`src/rtl/cla_pkg.sv`:
```
// Shared types and the second-level carry lookahead for the pipelined CLA adder/subtractor.
package cla_pkg;

    typedef enum logic [1:0] {OP_ADD, OP_SUB, OP_ADDC, OP_SUBB} op_t;

    localparam int unsigned GROUP_W    = 4;
    localparam int unsigned MAX_GROUPS = 64;

    // Each group carry is its own sum of products over G/P/c0, so there is no ripple between groups.
    function automatic logic [MAX_GROUPS:0] group_carries(
        input logic [MAX_GROUPS-1:0] g_grp,
        input logic [MAX_GROUPS-1:0] p_grp,
        input logic                  c0,
        input int unsigned           ngroup
    );
        logic [MAX_GROUPS:0] c;
        logic                carry;
        logic                prod;
        c    = '0;
        c[0] = c0;
        for (int unsigned i = 0; i < ngroup; i++) begin
            carry = 1'b0;
            for (int unsigned j = 0; j <= i; j++) begin
                prod = g_grp[j];
                for (int unsigned k = j + 1; k <= i; k++) begin
                    prod = prod & p_grp[k];
                end
                carry = carry | prod;
            end
            prod = c0;
            for (int unsigned k = 0; k <= i; k++) begin
                prod = prod & p_grp[k];
            end
            c[i+1] = carry | prod;
        end
        return c;
    endfunction

endpackage

```
`src/rtl/cla_group4.sv`:
```
// Combinational 4-bit carry-lookahead group: group G/P, in-group carries and sum bits.
module cla_group4 (
    input  logic [3:0] g_i,
    input  logic [3:0] p_i,
    input  logic       c_i,
    output logic       g_grp_o,
    output logic       p_grp_o,
    output logic [3:0] sum_o,
    output logic [3:0] carry_o
);

    always_comb begin
        carry_o[0] = c_i;
        carry_o[1] = g_i[0] | (p_i[0] & c_i);
        carry_o[2] = g_i[1] | (p_i[1] & g_i[0]) | (p_i[1] & p_i[0] & c_i);
        carry_o[3] = g_i[2] | (p_i[2] & g_i[1]) | (p_i[2] & p_i[1] & g_i[0])
                   | (p_i[2] & p_i[1] & p_i[0] & c_i);
        g_grp_o    = g_i[3] | (p_i[3] & g_i[2]) | (p_i[3] & p_i[2] & g_i[1])
                   | (p_i[3] & p_i[2] & p_i[1] & g_i[0]);
        p_grp_o    = &p_i;
        // a ^ b' recovered as p & ~g, so only g/p need to travel with the beat
        sum_o      = (p_i & ~g_i) ^ carry_o;
    end

endmodule

```
`src/rtl/cla_pipe_addsub.sv`:
```
// Two-stage pipelined CLA adder/subtractor: stage 1 forms bit/group g/p, stage 2 resolves carries and flags.
module cla_pipe_addsub
    import cla_pkg::*;
#(
    parameter int unsigned WIDTH = 16
) (
    input  logic             clk,
    input  logic             rst_n,
    input  logic             in_valid,
    output logic             in_ready,
    input  logic [WIDTH-1:0] a,
    input  logic [WIDTH-1:0] b,
    input  op_t              op,
    input  logic             cin,
    output logic             out_valid,
    input  logic             out_ready,
    output logic [WIDTH-1:0] s,
    output logic             cout,
    output logic             ovf,
    output logic             zero
);

    localparam int unsigned NGROUP = WIDTH / GROUP_W;

    if ((WIDTH % GROUP_W) != 0 || WIDTH < GROUP_W || NGROUP >= MAX_GROUPS) begin : g_bad_width
        $error("cla_pipe_addsub: WIDTH must be a multiple of 4, at least 4 and below 256");
    end

    logic              ready1, ready2;
    logic [WIDTH-1:0]  b_cond, g_bit, p_bit;
    logic              c0_cond;
    logic [NGROUP-1:0] gg_s1, pg_s1;
    logic [WIDTH-1:0]  s1_sum_unused, s1_carry_unused;

    logic              v1_q, v1_d, c0_q, c0_d;
    logic [WIDTH-1:0]  a_q, a_d, b_q, b_d, g_q, g_d, p_q, p_d;
    logic [NGROUP-1:0] gg_q, gg_d, pg_q, pg_d;

    logic              v2_q, v2_d, cout_q, cout_d, ovf_q, ovf_d, zero_q, zero_d;
    logic [WIDTH-1:0]  s_q, s_d, sum2;

    always_comb begin
        b_cond  = b;
        c0_cond = 1'b0;
        unique case (op)
            OP_ADD:  begin b_cond = b;  c0_cond = 1'b0; end
            OP_SUB:  begin b_cond = ~b; c0_cond = 1'b1; end
            OP_ADDC: begin b_cond = b;  c0_cond = cin;  end
            OP_SUBB: begin b_cond = ~b; c0_cond = ~cin; end
        endcase
    end

    assign g_bit = a & b_cond;
    assign p_bit = a | b_cond;

    for (genvar k = 0; k < NGROUP; k++) begin : g_s1
        cla_group4 u_grp (
            .g_i     (g_bit[GROUP_W*k +: GROUP_W]),
            .p_i     (p_bit[GROUP_W*k +: GROUP_W]),
            .c_i     (1'b0),
            .g_grp_o (gg_s1[k]),
            .p_grp_o (pg_s1[k]),
            .sum_o   (s1_sum_unused[GROUP_W*k +: GROUP_W]),
            .carry_o (s1_carry_unused[GROUP_W*k +: GROUP_W])
        );
    end

    assign ready2   = !v2_q || out_ready;
    assign ready1   = !v1_q || ready2;
    assign in_ready = ready1;

    always_comb begin
        v1_d = v1_q; a_d = a_q; b_d = b_q; c0_d = c0_q;
        g_d  = g_q;  p_d = p_q; gg_d = gg_q; pg_d = pg_q;
        if (ready1) begin
            v1_d = in_valid;
            if (in_valid) begin
                a_d = a; b_d = b_cond; c0_d = c0_cond;
                g_d = g_bit; p_d = p_bit; gg_d = gg_s1; pg_d = pg_s1;
            end
        end
    end

    logic [MAX_GROUPS-1:0]        gg_ext, pg_ext;
    logic [MAX_GROUPS:0]          cgrp_all;
    logic [NGROUP:0]              cgrp;
    logic [MAX_GROUPS-NGROUP-1:0] cgrp_unused;
    logic [NGROUP-1:0]            s2_g_unused, s2_p_unused;
    logic [WIDTH-1:0]             s2_carry_unused;
    logic [2*WIDTH-3:0]           ab_low_unused;

    always_comb begin
        gg_ext             = '0;
        pg_ext             = '0;
        gg_ext[NGROUP-1:0] = gg_q;
        pg_ext[NGROUP-1:0] = pg_q;
        cgrp_all           = group_carries(gg_ext, pg_ext, c0_q, NGROUP);
    end

    assign cgrp          = cgrp_all[NGROUP:0];
    assign cgrp_unused   = cgrp_all[MAX_GROUPS:NGROUP+1];
    assign ab_low_unused = {a_q[WIDTH-2:0], b_q[WIDTH-2:0]};

    for (genvar k = 0; k < NGROUP; k++) begin : g_s2
        cla_group4 u_grp (
            .g_i     (g_q[GROUP_W*k +: GROUP_W]),
            .p_i     (p_q[GROUP_W*k +: GROUP_W]),
            .c_i     (cgrp[k]),
            .g_grp_o (s2_g_unused[k]),
            .p_grp_o (s2_p_unused[k]),
            .sum_o   (sum2[GROUP_W*k +: GROUP_W]),
            .carry_o (s2_carry_unused[GROUP_W*k +: GROUP_W])
        );
    end

    always_comb begin
        v2_d = v2_q; s_d = s_q; cout_d = cout_q; ovf_d = ovf_q; zero_d = zero_q;
        if (ready2) begin
            v2_d = v1_q;
            if (v1_q) begin
                s_d    = sum2;
                cout_d = cgrp[NGROUP];
                ovf_d  = (a_q[WIDTH-1] == b_q[WIDTH-1]) && (sum2[WIDTH-1] != a_q[WIDTH-1]);
                zero_d = (sum2 == '0);
            end
        end
    end

    always_ff @(posedge clk or negedge rst_n) begin
        if (!rst_n) begin
            v1_q <= 1'b0; a_q <= '0; b_q <= '0; c0_q <= 1'b0;
            g_q  <= '0;   p_q <= '0; gg_q <= '0; pg_q <= '0;
            v2_q <= 1'b0; s_q <= '0; cout_q <= 1'b0; ovf_q <= 1'b0; zero_q <= 1'b0;
        end else begin
            v1_q <= v1_d; a_q <= a_d; b_q <= b_d; c0_q <= c0_d;
            g_q  <= g_d;  p_q <= p_d; gg_q <= gg_d; pg_q <= pg_d;
            v2_q <= v2_d; s_q <= s_d; cout_q <= cout_d; ovf_q <= ovf_d; zero_q <= zero_d;
        end
    end

    assign out_valid = v2_q;
    assign s         = s_q;
    assign cout      = cout_q;
    assign ovf       = ovf_q;
    assign zero      = zero_q;

endmodule

```
`config.mk`:
```
export PLATFORM = sky130hd
export DESIGN_NAME = cla_pipe_addsub
export DESIGN_NICKNAME = d
export VERILOG_FILES = /design/src/rtl/cla_pkg.sv /design/src/rtl/cla_group4.sv /design/src/rtl/cla_pipe_addsub.sv
export SDC_FILE = /design/constraint.sdc
export NUM_CORES = 1
export LEC_CHECK = 0
export BUFFER_PORTS_ARGS = -buffer_cell sky130_fd_sc_hd__buf_2
export CAP_MARGIN = 20
export CORE_ASPECT_RATIO = 0.5
export CORE_MARGIN = 1
export CORE_UTILIZATION = 55
export CTS_CLUSTER_SIZE = 30
export DETAILED_ROUTE_END_ITERATION = 16
export PLACE_DENSITY_LB_ADDON = 0.08
export SYNTH_ARGS = -nofsm -noshare
export SYNTH_HDL_FRONTEND = slang
export SYNTH_SLANG_ARGS = --single-unit
```
`constraint.sdc`:
```
create_clock -name clk -period 2.8 [get_ports clk]
set_clock_uncertainty 0.2 [all_clocks]
set_input_delay 0.28 -clock clk [delete_from_list [all_inputs] [get_ports clk]]
set_output_delay 0.28 -clock clk [all_outputs]
set_load 0.01 [all_outputs]
```
Word level (Yosys, flattened, before mapping)
Index checks and enable logic that the tools add are counted.
- register bits after elaboration: 94
- input bits: 39
- equality and inequality tests: 5
- muxes and demuxes: 2
- bitwise logic cells: 128
- reductions and logical operators: 15
- operator list (cell ; number):
    $and 1x1->1 ; 66
    $or 1x1->1 ; 46
    $pmux 16 s2 ; 1
    $and 16x16->16 ; 1
    $and 4x4->4 ; 4
    $logic_not 16->1 ; 1
    $not 16->16 ; 1
    $not 4->4 ; 4
    $or 16x16->16 ; 1
    $reduce_and 4->1 ; 4
    $xor 4x4->4 ; 4
    $eq 2x2->1 const B ; 2
    $pmux 1 s4 ; 1
    $reduce_and 2->1 ; 2
    $reduce_or 2->1 ; 2
    $eq 2x1->1 const B ; 1
    $logic_not 1->1 ; 2
    $logic_not 2->1 ; 1
    $logic_or 1x1->1 ; 2
    $eq 1x1->1 ; 1
    $logic_and 1x1->1 ; 1
    $ne 1x1->1 ; 1
    $not 1->1 ; 1

Longest topological paths before layout
Gate-level depths: netlist of run 1.
- depth in word-level cells: 10
- mapped depth: 7
- depth with buffers taken out: 6

Hierarchy
A second synthesis of run 1 with hierarchy kept.
- cell total of the unflattened synthesis: 372
- area, all modules: 4000.1 um^2
- modules (own cells, without submodules) (module ; instances ; cells each ; area an instance (um^2) ; sequential area each (um^2)):
    cla_pipe_addsub ; 1 ; 212 ; 2879.0 ; 1601.5
    cla_group4 ; 8 ; 20 ; 140.1 ; 0.0

Worst setup path after synthesis of run 1
No wires, ideal clock.
- kind: register -> register
- start point: register c0_q
- end point: register ovf_q (netlist: ovf)
- library setup time: 0.124 ns
- arrival: 1.902 ns
- required time: 2.476 ns
- path slack: 0.574 ns
- cell stages (with the launch flop): 8
- buffers on the path: 1
- path through: dfrtp_1 > buf_6 > a211oi_4 > o31ai_2 > or4_1 > and3_4 > and3_1 > o31a_1
- cells in the longest elaborated chain, start to end: 9
- ends and longest elaborated chain (what ; line ; source):
    start: declaration ; cla_pipe_addsub.sv:35 ; logic v1_q, v1_d, c0_q, c0_d;
    start signal: assignment ; cla_pipe_addsub.sv:131 ; v1_q <= 1'b0; a_q <= '0; b_q <= '0; c0_q <= 1'b0;
    start signal: assignment ; cla_pipe_addsub.sv:135 ; v1_q <= v1_d; a_q <= a_d; b_q <= b_d; c0_q <= c0_d;
    $and 1x1->1 (3 in series) ; cla_pkg.sv:32 ; prod = prod & p_grp[k];
    $or 1x1->1 ; cla_pkg.sv:34 ; c[i+1] = carry | prod;
    $and 1x1->1 ; cla_group4.sv:17 ; | (p_i[2] & p_i[1] & p_i[0] & c_i);
    $or 1x1->1 ; cla_group4.sv:17 ;
    $xor 4x4->4 ; cla_group4.sv:22 ; sum_o = (p_i & ~g_i) ^ carry_o;
    $ne 1x1->1 ; cla_pipe_addsub.sv:123 ; ovf_d = (a_q[WIDTH-1] == b_q[WIDTH-1]) && (sum2[WIDTH-1] != a_q[WIDTH-1]);
    $logic_and 1x1->1 ; cla_pipe_addsub.sv:123 ;
    end signal: assignment ; cla_pipe_addsub.sv:133 ; v2_q <= 1'b0; s_q <= '0; cout_q <= 1'b0; ovf_q <= 1'b0; zero_q <= 1'b0;
    end signal: assignment ; cla_pipe_addsub.sv:137 ; v2_q <= v2_d; s_q <= s_d; cout_q <= cout_d; ovf_q <= ovf_d; zero_q <= zero_d;
    end: declaration ; cla_pipe_addsub.sv:39 ; logic v2_q, v2_d, cout_q, cout_d, ovf_q, ovf_d, zero_q, zero_d;
Every way passes these cells.
A chain may end at the register's enable or synchronous reset.

Worst setup path in the final report of run 1
Ends and elaborated chain as after synthesis.

==> impl_metrics.ini, run 1 <==
[timing]
finalHoldViolations = 0
tightest_slew_ns = 0.7408
max_freq_ghz = 0.4266
timing.final.crit_share_pct = 83.72
rsz0062_at_grt = no
final.min_clock_period_ns = 2.344
slew_viol_final = 0
setup_viol = 0
setup_ws_ns = 0.4558
tns_ns = 0
relSlewSlack_pct = 50.44

[power_and_ir_drop]
clkPwrFrac_pct = 36.7
p_switching_mw = 1.013
p_per_area_nw_per_um2 = 792.9
power.internal_mw = 2.376
switching_share_pct = 29.88
irDropWorstVdd_mv = 0.3216
leakage_nw = 1.984
power_frac_comb_pct = 25.3
p_seq_share_pct = 38.0

[setup_path]
worst_ep_arrival_time_ns = 2.36
start_kind = register
crit_fanout = 9
crit_chain = a211oi_4, o31ai_2, or4_1, and3_4, and3_1, o31a_1
critPathLaunch = c0_q
cp_slowest_cell = dfrtp_1
required_ns = 2.81
rr_startpoint = c0_q
cp-end-kind = register
crit_type = register to register
cpPeakStageDelay_ns = 0.49

[die]
rows = 20
die_area_um2 = 6766
die_x_um = 115.3
coreArea_um2 = 6131
ios = 60
die_h_um = 58.67
initial_utilization_pct = 57.61

[worst_hold_path]
hp-start = a[4]
hold_path.class = primary input to register

[route]
route.met2.wl_mm = 3.508
drc = 0
wl_per_cell_um = 13.84
first_iter_violations = 219
vias = 2911
wl_met1_mm = 3.601
drt-total-wl_mm = 7.489
ant_nets = 0
dr.pass1.iters = 4
wl_met3_um = 313
via_per_inst = 5.381
top_layer_used = met4

[job]
cap_viol_max_count = 0

[cells_and_area]
antenna_cells = 0
final_layout_size_suffix_gt1_share_pct = 20.75
instances_no_fill = 541
num-fill-cells = 483
utilization_pct = 69.71
area_delta_synth_final_pct = 21.01
layout.nets = 487

[clocking]
root_buffer = clkbuf_16
clk_latency_ns = 0.33
clock-sinks = 64
numCtsBuffers = 9
path_clk_slew_ns = 0.05
cts_tree = built
h-tree-depth = 3
cts_buffer_depth = 2

[logic_synthesis]
synth_area_leaders = dfrtp_1 (45%), nand2_1 (7.3%), o21ai_0 (7.1%)
avgSynthCellArea_um2 = 9.080
ys_seq_area_share_pct = 45.34
syn_inst = 389
ys_ff_latch = 64
syn_nets = 428
yosysTopAreaCellShare_pct = 45.34
ys_warn_count = 0
syn-cell-area_um2 = 3532
yosysTopAreaCell = dfrtp_1
synth.distinct_cells = 45

[global_routing]
grt_pass1_vias = 2713
grtUsageTotal_pct = 24.97
grt_pass1_wl_mm = 12.65
antenna_found_initial = 0
overflow = 0
grt_max_degree = 48

[placement]
place.gp.congestion = 0.7830
dp_slack_ns = 0.4498
dp_hpwl_mm = 5.652
placed_cells = 523
io_buffers = 59

[run_status]
outcome = completed
[worst paths after layout]
check,end,slack [ns],cells after the start
hold / removal,g_q[4],0.01,3
hold reg to reg,g_q[7],0.28,2
setup reg to reg,ovf,0.46,6
max in group asynchronous,pg_q[0],1.43,3
setup / recovery,ovf,0.46,6
min in group asynchronous,p_q[15],0.32,2
[repair_timing]
item                      CTS  global route
buffers inserted            0             0
hold buffers                2             0
hold endpoints to repair   28             0
gates resized for setup     0             0
[sequential cells by signal, summed over array words and instances, names as in the netlist]
register   count
cout           1
s             16
p_q           16
g_q           16
a_q            1
ovf            1
out_valid      1
b_q            1
c0_q           1
v1_q           1
pg_q           4
zero           1
gg_q           4
[per-layer routing]
layer,track usage (%),vias up
met1,32.80,1372
li1,-,1463
met2,40.89,67
met4,7.978,0
met3,6.694,9
met5,0,-
[synth_stat cells, drive strengths merged]
cell,instances
a211oi,1
a21o,10
a21oi,13
a221o,2
a222oi,3
a22o,4
a22oi,1
a311oi,3
a31o,1
a31oi,1
and2,1
and3,2
buf,4
clkbuf,14
dfrtp,64
inv,6
maj3,9
mux2,9
mux2i,1
nand2,69
nand2b,14
nand3,1
nand3b,1
nand4,4
nor2,28
nor2b,16
nor3,5
nor3b,1
nor4,1
o211a,3
o211ai,1
o21ai,50
o21bai,3
o221ai,1
o22ai,2
o31a,1
o31ai,2
o41ai,1
or4,1
xnor2,13
xor2,22
[placed cells by master, fill, tap and decap left out, drive strengths merged, types with 2 or more instances in the layout]
cell	count
nand2	69
dfrtp	64
buf	64
o21ai	50
nor2	28
xor2	22
nor2b	16
nand2b	14
a21oi	13
xnor2	13
clkbuf	12
a21o	10
mux2	9
maj3	9
inv	6
nor3	5
a22o	4
nand4	4
o21bai	3
a222oi	3
o211a	3
a311oi	3
o22ai	2
a221o	2
clkinvlp	2
bufinv	2
dlygate4sd3	2
o31ai	2
and3	2
[per-stage QoR]
step | hold slack (ns) | power [mW] | cell area [um2]
floorplan | -0.2156 | 1.849 | 3532
global placement | 0.1474 | 2.131 | 3913
detailed placement | 0.1553 | 2.166 | 3913
CTS | 0.003844 | 3.429 | 4274
global route | 0.03104 | 3.598 | 4274
finish | 0.01424 | 3.389 | 4274
[logic make-up after synthesis]
group	Yosys count	synth area share [%]
flops	64	45.34
buf+inv	24	2.834
simple gates	144	18.67
xor+xnor	35	8.679
compound gates	103	18.77
fa+ha+maj	9	2.551
mux	10	3.153
[power groups by stage]
stage / clock network (mW) / logic [mW] / registers, mW
after detailed placement: 0 / 0.864 / 1.30
after CTS: 1.27 / 0.870 / 1.29
after global routing: 1.31 / 0.965 / 1.32
after floorplan: 0 / 0.530 / 1.32
after global placement: 0 / 0.845 / 1.29
final: 1.24 / 0.856 / 1.29
[layout make-up]
class	instances	area [um2]	area share (%)
inverter	6	22.52	0.5269
tap	88	110.1	2.576
multi-input combinational	301	1833	42.89
timing repair buffer	66	365.4	8.548
sequential	64	1602	37.47
clock buffer	12	266.5	6.235
clock inverter	4	75.07	1.756
[critical path, delay by kind of cell, from the launching register on]
kind | cells | cell delay, ns
AND/OR/NAND/NOR | 3 | 0.81
flip-flops | 1 | 0.49
AO/OA/AOI/OAI | 3 | 0.72
Note: power is estimated with default switching activity, not from simulation.
==> run 2: changes to the inputs <==
CORE_UTILIZATION = 51   (was 55)
clock period = 2 ns   (was 2.8 ns; I/O delays follow)
==> run 2 against run 1 <==
Effect of this change:
- the run now ends with setup timing left
- die area grew 7.6%
- sequential power grew 39%
- setup slack lost 0.57 ns
- combinational power grew 72%
- sequential share of layout area shrank 3.6 points
- critical endpoint unchanged
- largest cell class unchanged
- largest power group unchanged
==> impl_metrics.ini, run 2 (synthesis results as in run 1) <==
[run_status]
outcome = finished with violations
violations = setup timing

[power_and_ir_drop]
p_switching_mw = 1.499
p_seq_share_pct = 37.0
clkPwrFrac_pct = 32.7
p_per_area_nw_per_um2 = 1023
leakage_nw = 2.221
switching_share_pct = 30.96
power_frac_comb_pct = 30.3
power.internal_mw = 3.342
irDropWorstVdd_mv = 0.5345

[cells_and_area]
antenna_cells = 0
final_layout_size_suffix_gt1_share_pct = 26.44
final_common_cell = nand2_1
area_delta_synth_final_pct = 34.04
regArea_um2 = 1604
layout.nets = 537
num-fill-cells = 519
final_cell_mix = nand2_1 (68), dfrtp_1 (62), buf_2 (59), o21ai_0 (48), buf_4 (34)
stdcell_area_um2 = 4735
multi_input_area_um2 = 1892
utilization_pct = 70.66

[timing]
rsz0062_at_grt = yes
relSlewSlack_pct = 76.69
finalHoldViolations = 0
tightest_slew_ns = 0.3497
setup_viol = 2
tns_ns = -0.1938
final.min_clock_period_ns = 2.117
setup_ws_ns = -0.1173
max_freq_ghz = 0.4723
timing.final.crit_share_pct = 105.9
slew_viol_final = 0

[die]
initial_utilization_pct = 52.72
die_area_um2 = 7283
coreArea_um2 = 6700
die_h_um = 60.85
rows = 21
die_x_um = 119.7
ios = 60

[route]
drt-total-wl_mm = 8.230
route.met2.wl_mm = 4.007
wl_met1_mm = 3.783
ant_nets = 0
first_iter_violations = 252
vias = 3121
drc = 0
dr.pass1.iters = 4
wl_per_cell_um = 13.83
top_layer_used = met4
wl_met3_um = 345
via_per_inst = 5.245

[global_routing]
overflow = 0
grtUsageTotal_pct = 24.28
grt_pass1_wl_mm = 13.16
grt_pass1_vias = 2828
grt_max_degree = 65
antenna_found_initial = 0

[clocking]
h-tree-depth = 3
clk_latency_ns = 0.34
numCtsBuffers = 9
cts_buffer_depth = 2
cts_tree = built
clock-sinks = 64
root_buffer = clkbuf_16
path_clk_slew_ns = 0.05

[placement]
place.gp.congestion = 0.7536
dp_hpwl_mm = 5.773
io_buffers = 59
placedInstanceArea_um2 = 4139
dp_slack_ns = -0.1468

[setup_path]
cp-end-kind = register
start_kind = register
worst_ep_arrival_time_ns = 2.14
crit_type = register to register
required_ns = 2.03
crit_fanout = 4

[job]
cap_viol_max_count = 0

[worst_hold_path]
hold_path.class = primary input to register
-- run 2: cell count changes in the layout (fill, tap and decap cells not counted), sizes merged --
cell,change
buf,+31
bufinv,-1
clkbuf,+1
clkinv,+2
clkinvlp,-2
dlygate4sd3,+19
-- run 2: power by group through the flow --
stage	Clock, mW	Combinational (mW)	Sequential, mW
after floorplan	0	0.755	1.85
after global placement	0	1.34	1.78
after detailed placement	0	1.37	1.80
after CTS	1.60	1.43	1.79
after global routing	1.68	1.62	1.84
final	1.58	1.47	1.79
-- run 2: area by class of cell --
class	count	share of cell area (%)
clock buffer	13	5.497
multi-input combinational	301	39.96
clock inverter	3	0.8457
timing repair buffer	116	16.91
tap	92	2.431
inverter	6	0.4757
sequential	64	33.88
-- run 2: repair_timing --
action / CTS / global route
pin swaps: 2 / 8
resized for setup: 4 / 7
buffers inserted: 0 / 5
endpoints found under the hold margin: 86 / 0
hold buffers: 21 / 0
endpoints found under the setup margin: 2 / 3
-- run 2: path summary, 6_finish.rpt --
kind	startpoint	end	slack (ns)	depth (start not counted)
setup reg to reg	pg_q[0]	ovf	-0.12	6
max in group asynchronous	rst_n	c0_q	1.10	3
min in group asynchronous	rst_n	s[13]	0.20	3
setup / recovery	pg_q[0]	ovf	-0.12	6
hold reg to reg	g_q[7]	g_q[7]	0.27	2
hold / removal	a[12]	p_q[12]	0.001	3
-- run 2: routing by layer --
layer / vias up / track usage (%)
met5: - / 0
met4: 0 / 7.321
met3: 9 / 8.741
met2: 63 / 41.78
met1: 1487 / 29.48
li1: 1562 / -
-- run 2: through the flow --
stage / instances / power, mW / hold WS (ns)
2_1_floorplan: 389 / 2.602 / -0.2956
3_3_place_gp: 553 / 3.121 / 0.03642
3_5_place_dp: 553 / 3.177 / 0.03683
4_1_cts: 590 / 4.818 / 0.002188
5_1_grt: 595 / 5.134 / 0.01170
6_report: 595 / 4.841 / 0.001440
-- run 2: critical path: stages (launching register included) --
cell and delay (ns):
dfrtp_2 0.45, a211oi_4 0.34, o31ai_4 0.08, or4_1 0.40, and3_4 0.17, and3_4 0.14
o31a_1 0.22
